File: src/rtl/sound_pkg.sv
// Shared definitions for the sound-effect arbiter: FSM states, default sizing
// and the two's-complement helper used to build the negative half of the wave.
package sound_pkg;

  typedef enum logic [1:0] {
    IDLE  = 2'd0,
    MUSIC = 2'd1,
    SFX   = 2'd2
  } state_e;

  localparam int unsigned DEFAULT_NUM_REQ   = 4;
  localparam logic [31:0] DEFAULT_AMPLITUDE = 32'd100000000;

  function automatic logic [31:0] negate(input logic [31:0] v);
    return ~v + 32'd1;
  endfunction

endpackage

File: src/rtl/square_gen.sv
// Square-wave phase generator: phase counter, sign register and the latched
// half-period that is only replaced at a toggle boundary.
module square_gen (
  input  logic        clk_i,
  input  logic        rst_ni,
  input  logic        restart_i,
  input  logic [31:0] halfPeriod_i,
  output logic        sign_o,
  output logic [31:0] half_o
);

  logic [31:0] cnt_q, cnt_d;
  logic [31:0] half_q, half_d;
  logic        sign_q, sign_d;

  always_ff @(posedge clk_i or negedge rst_ni) begin
    if (!rst_ni) begin
      cnt_q  <= '0;
      half_q <= '0;
      sign_q <= 1'b0;
    end else begin
      cnt_q  <= cnt_d;
      half_q <= half_d;
      sign_q <= sign_d;
    end
  end

  // A new half-period is only taken on restart, at a toggle, or while resting,
  // so a half-cycle already in progress is never cut short.
  always_comb begin
    cnt_d  = cnt_q + 32'd1;
    sign_d = sign_q;
    half_d = half_q;
    if (restart_i || (half_q == '0)) begin
      cnt_d  = '0;
      sign_d = 1'b0;
      half_d = halfPeriod_i;
    end else if (cnt_q == (half_q - 32'd1)) begin
      cnt_d  = '0;
      sign_d = ~sign_q;
      half_d = halfPeriod_i;
    end
  end

  assign sign_o = sign_q;
  assign half_o = half_q;

endmodule

File: src/rtl/sound_arbiter.sv
// Arbitrates prioritised sound effects over background music and drives a
// square wave to the audio controller. Define SOUND_ARB_PREEMPT_EN to let a
// higher-priority request abort the effect currently playing.
module sound_arbiter
  import sound_pkg::*;
#(
  parameter int          NUM_REQ   = DEFAULT_NUM_REQ,
  parameter logic [31:0] AMPLITUDE = DEFAULT_AMPLITUDE,
  localparam int         GW        = (NUM_REQ > 1) ? $clog2(NUM_REQ) : 1
) (
  input  logic                   CLOCK_50,
  input  logic                   reset_n,
  input  logic                   mute,
  input  logic [NUM_REQ-1:0]     req,
  input  logic [NUM_REQ*32-1:0]  req_half_period,
  input  logic [NUM_REQ*32-1:0]  req_duration,
  input  logic                   music_valid,
  input  logic [31:0]            music_half_period,
  input  logic                   audio_out_allowed,
  output logic                   write_audio_out,
  output logic [31:0]            left_channel_audio_out,
  output logic [31:0]            right_channel_audio_out,
  output logic [NUM_REQ-1:0]     ack,
  output logic [GW-1:0]          grant_id,
  output logic                   busy
);

  state_e      state_q, state_d;
  logic [GW-1:0] grantId_q, grantId_d;
  logic [31:0] sfxHalf_q, sfxHalf_d;
  logic [31:0] durLast_q, durLast_d;
  logic [31:0] durCnt_q, durCnt_d;
  logic [31:0] sample_q, sample_d;

  logic [31:0]   reqHalf [NUM_REQ];
  logic [31:0]   reqDur  [NUM_REQ];
  logic [GW-1:0] winner;
  logic          anyReq, doGrant, preempt, finish, restart;
  logic [31:0]   toneHalfSel, toneHalf, grantDur;
  logic          toneSign;

  for (genvar g = 0; g < NUM_REQ; g++) begin : g_unpack
    assign reqHalf[g] = req_half_period[g*32 +: 32];
    assign reqDur[g]  = req_duration[g*32 +: 32];
  end

  // Lowest active index wins.
  always_comb begin
    winner = '0;
    anyReq = 1'b0;
    for (int i = NUM_REQ - 1; i >= 0; i--) begin
      if (req[i]) begin
        winner = GW'(i);
        anyReq = 1'b1;
      end
    end
  end

  always_ff @(posedge CLOCK_50 or negedge reset_n) begin
    if (!reset_n) begin
      state_q   <= IDLE;
      grantId_q <= '0;
      sfxHalf_q <= '0;
      durLast_q <= '0;
      durCnt_q  <= '0;
    end else begin
      state_q   <= state_d;
      grantId_q <= grantId_d;
      sfxHalf_q <= sfxHalf_d;
      durLast_q <= durLast_d;
      durCnt_q  <= durCnt_d;
    end
  end

  // A zero duration still plays for one cycle, hence durLast saturates at 0.
  always_comb begin
    state_d   = state_q;
    grantId_d = grantId_q;
    sfxHalf_d = sfxHalf_q;
    durLast_d = durLast_q;
    durCnt_d  = durCnt_q;
    doGrant   = 1'b0;
    preempt   = 1'b0;
    finish    = 1'b0;
    grantDur  = reqDur[winner];
    unique case (state_q)
      IDLE: begin
        if (!mute) begin
          if (anyReq)           doGrant = 1'b1;
          else if (music_valid) state_d = MUSIC;
        end
      end
      MUSIC: begin
        if (mute)              state_d = IDLE;
        else if (anyReq)       doGrant = 1'b1;
        else if (!music_valid) state_d = IDLE;
      end
      SFX: begin
        durCnt_d = durCnt_q + 32'd1;
        if (mute) begin
          finish  = 1'b1;
          state_d = IDLE;
        end
`ifdef SOUND_ARB_PREEMPT_EN
        else if (anyReq && (winner < grantId_q)) begin
          finish  = 1'b1;
          preempt = 1'b1;
          doGrant = 1'b1;
        end
`endif
        else if (durCnt_q == durLast_q) begin
          finish  = 1'b1;
          state_d = music_valid ? MUSIC : IDLE;
        end
      end
      default: state_d = IDLE;
    endcase
    if (doGrant) begin
      state_d   = SFX;
      grantId_d = winner;
      sfxHalf_d = reqHalf[winner];
      durLast_d = (grantDur == '0) ? '0 : grantDur - 32'd1;
      durCnt_d  = '0;
    end
  end

  always_comb begin
    ack = '0;
    if (finish) ack[grantId_q] = 1'b1;
    busy = (state_q == SFX);
  end

  assign toneHalfSel = (state_d == SFX) ? sfxHalf_d : music_half_period;
  assign restart     = (state_d != state_q) || preempt;

  square_gen u_tone (
    .clk_i        (CLOCK_50),
    .rst_ni       (reset_n),
    .restart_i    (restart),
    .halfPeriod_i (toneHalfSel),
    .sign_o       (toneSign),
    .half_o       (toneHalf)
  );

  always_comb begin
    sample_d = '0;
    if ((state_q != IDLE) && !mute && (toneHalf != '0))
      sample_d = toneSign ? negate(AMPLITUDE) : AMPLITUDE;
  end

  always_ff @(posedge CLOCK_50 or negedge reset_n) begin
    if (!reset_n) sample_q <= '0;
    else          sample_q <= sample_d;
  end

  assign write_audio_out         = audio_out_allowed;
  assign left_channel_audio_out  = sample_q;
  assign right_channel_audio_out = sample_q;
  assign grant_id                = grantId_q;

endmodule

File: config.mk
export PLATFORM = sky130hd
export DESIGN_NAME = sound_arbiter
export DESIGN_NICKNAME = d
export VERILOG_FILES = /design/src/rtl/sound_pkg.sv /design/src/rtl/square_gen.sv /design/src/rtl/sound_arbiter.sv
export SDC_FILE = /design/constraint.sdc
export NUM_CORES = 1
export LEC_CHECK = 0
export CORE_MARGIN = 1.5
export CORE_UTILIZATION = 38
export CTS_CLUSTER_SIZE = 28
export DETAILED_ROUTE_END_ITERATION = 10
export GPL_ROUTABILITY_DRIVEN = 0
export GPL_TIMING_DRIVEN = 0
export PLACE_DENSITY = 0.67
export SLEW_MARGIN = 20
export SYNTH_ARGS = -nofsm -noshare
export SYNTH_HDL_FRONTEND = slang
export SYNTH_SLANG_ARGS = --single-unit
File: constraint.sdc
create_clock -name CLOCK_50 -period 8.2 [get_ports CLOCK_50]
set_clock_uncertainty 0.2 [all_clocks]
set_input_delay 1.64 -clock CLOCK_50 [delete_from_list [all_inputs] [get_ports CLOCK_50]]
set_output_delay 1.64 -clock CLOCK_50 [all_outputs]
set_load 0.05 [all_outputs]
==> results.txt <==
R2R cell count: 11
PwrDens: 180 nW/µm²
number of global-route vias before repair: 12.6k
top cells by area, synth: dfrtp_1 34%, nand2_1 6.8%, xor2_1 6.7%, xnor2_1 4.3%, buf_4 3.8%
Final ANT Viol Nets: 0
final setup fails: 0
Hold Path Class: flop to flop
CTS tree: yes
clk slew on worst S/H paths: 0.07 ns
Vias: 13.0k
vias per inst: 5.56
Worst Tran Pin Value: 1.13 ns
origin of the critical flop-to-flop path: u_tone.half_o[0]
synth warn: 0
maximum buffer depth of the clock tree: 2
Worst Path Required: 8.36 ns
number of synthesized flops with an enable pin: 0
RSZ-0062 raised after global routing: no
worst reg2reg endpoint: u_tone.half_o[30]
Clock Sinks: 168
average size of a mapped cell: 8.34 µm²
nets: 2189
sequential area share after synthesis: 33.6%
Residual DRC: 0
hold path start: sfxHalf_q[31]
minimum hold slack: 0.277 ns
critical path endpoint category: flop
Inserted Clock Buffers: 17
antenna violations before repair: 0
asr flop ratio synth: 100%
Detailed Routing Iterations Pass 1: 6
GRT Util Overall: 27.2%
crit path cell chain: clkdlybuf4s50_1, buf_2, nor2_1, o21ai_1, clkbuf_1, clkbuf_1, clkbuf_1, nand3_1, o21ai_0, ha_1, inv_1, or2_2, nor4_1, nand3_1, xor2_1, o21ai_0
Die Height: 184 µm
die footprint: 34000 µm²
row count: 66
# Post-CTS Setup Buffers: 0
layout cells sized above 1: 8.48%
most area-hungry cell type in the Yosys netlist: dfrtp_1
post-DP HPWL: 37.2 mm
R2R Setup Slk: 4.03 ns
CP peak stage delay: 0.83 ns
final wirelength: 46.6 mm
DR WL/cell: 19.9 µm
pre-CTS setup slack: 0.688 ns
slew margin rel.: 23.2%
Initial DRC Count: 1173
mapped cell area: 12500 µm²
Most common cell on crit path: clkbuf_1
Root Buffer: clkbuf_16
Synth Register Bits: 168
status: finished, final reports clean
Setup WS post-layout: 0.863 ns
P&R area growth vs syn: 38.2%
Overflow after GRT: 0
Worst-Skew Late Latency: 0.44 ns
hold endpoint: sfxHalf_q[31]
fin. max-slew vios: 0
Max FO, Critical Path: 11
post-synth top area share: 33.6%
htree depth: 4
Crit Path Category: input pin to flop
Syn Inst Count: 1500
post-CTS sizing: 0
worst endpoint data arrival time: 7.50 ns
number of port buffers: 351
most common cell in the netlist: nand2_1
shortest period the worst path allows: 7.34 ns
Post-synth top cells: 225 x nand2_1, 168 x dfrtp_1, 113 x nor2_1, 95 x xor2_1, 63 x buf_4
area of the core: 32500 µm²
CTS hold repair buffers: 0
Ports: 369
Static Leak: 7.41 nW
FMAX: 136 MHz
first-pass GRT wire length: 70.4 mm
Synth cell types: 80
Hold Path Cell Cnt: 1
Die Span X: 184 µm
Tcrit/Tclk final: 89.5%
max_cap viols: 0
initial core utilization: 38.5%
Primary FF master, synth: dfrtp_1
largest net degree at the start of global routing: 63
Final Hold Vio Count: 0
CP Launch Type: input pin
crit path max-delay cell type: clkbuf_1
Worst VDD drop: 0.164 mV
==> critical path, delay by kind of cell <==
family	cells	cell delay [ns]
xor gates and xnor gates	1	0.22
AOI/OAI and AO/OA	3	0.82
adders and majority gates	1	0.37
and+or+nand+nor	5	1.44
buffers and inverters	6	2.98
==> cell families (layout without fill, tap and decap cells) <==
group / Yosys count / in the layout / synth area share (%)
simple gates: 612 / 612 / 24.7
xor+xnor: 156 / 156 / 10.9
fa+ha+maj: 5 / 5 / 0.500
mux: 50 / 50 / 4.62
buf+inv: 194 / 578 / 8.08
flops: 168 / 168 / 33.6
compound gates: 314 / 314 / 17.6
other cells: 1 / 17 / 0.0300
==> state kept, by name (all words and copies together), names as in the netlist <==
signal / cells
u_tone.sign_o: 1
u_tone.cnt_q: 32
sfxHalf_q: 32
durLast_q: 32
left_channel_audio_out: 3
durCnt_q: 32
state_q: 2
u_tone.half_o: 32
grant_id: 2
==> how the worst max path moves through the flow <==
| stage | from | slack (ns) | end | cells after the start |
|---|---|---|---|---|
| 2_1_floorplan | req[1] | 2.91 | durLast_q[12] | 15 |
| 3_3_place_gp | reset_n | -1.67 | sfxHalf_q[3] | 1 |
| 3_5_place_dp | req[0] | 0.69 | durLast_q[20] | 16 |
| 4_1_cts | req[0] | 1.14 | durLast_q[20] | 16 |
| 5_1_grt | req[0] | 0.62 | durLast_q[18] | 16 |
| 6_report | req[0] | 0.86 | durLast_q[18] | 16 |
==> metrics by stage <==
step	setup TNS (ns)	cells	util (%)	instance area [µm²]	power (mW)
4_1_cts	0	2341	53.2	17300	3.10
3_5_place_dp	0	2310	51.4	16700	2.28
2_1_floorplan	0	1515	-	12600	1.82
3_3_place_gp	-277.81	2308	51.2	16600	2.24
6_report	0	2342	53.3	17300	3.11
5_1_grt	0	2341	53.2	17300	3.26
==> cells in the final DEF (no fill, tap or decap), types with 18 or more instances in the layout <==
cell type        instances
clkdlybuf4s50_1        350
nand2_1                225
dfrtp_1                168
nor2_1                 113
xor2_1                  95
buf_4                   63
xnor2_1                 61
clkbuf_1                57
a31oi_1                 50
nand3_1                 49
inv_1                   47
a21oi_1                 45
and2_1                  36
a21o_1                  35
o221ai_1                33
o21ai_0                 31
o22ai_1                 31
and3_1                  28
nor4_1                  27
mux2_1                  24
nor3_1                  22
nand4_1                 18
==> final cells by class <==
| class | instances | area [µm²] |
|---|---|---|
| Antenna cell | 1 | 2.50 |
| Buffer | 147 | 835 |
| Clock buffer | 17 | 425 |
| Clock inverter | 14 | 163 |
| Fill cell | 3042 | 15200 |
| Inverter | 47 | 176 |
| Multi-Input combinational cell | 1153 | 7350 |
| Sequential cell | 168 | 4200 |
| Tap cell | 442 | 553 |
| Timing Repair Buffer | 353 | 3570 |
==> report_power, final <==
part           total (mW)  internal [mW]  switching, mW  leakage, nW
Sequential           1.17          0.987          0.186         2.16
Clock               0.823          0.455          0.369        0.275
Combinational        1.11          0.506          0.605         4.97
==> routing by layer <==
layer | routed length, µm | global-route usage (%)
met1 | 20400 | 36.7
met2 | 20700 | 43.0
met3 | 4130 | 5.97
met4 | 1400 | 8.98
met5 | 0 | 0
No activity file was read; power rests on OpenSTA's default activity.
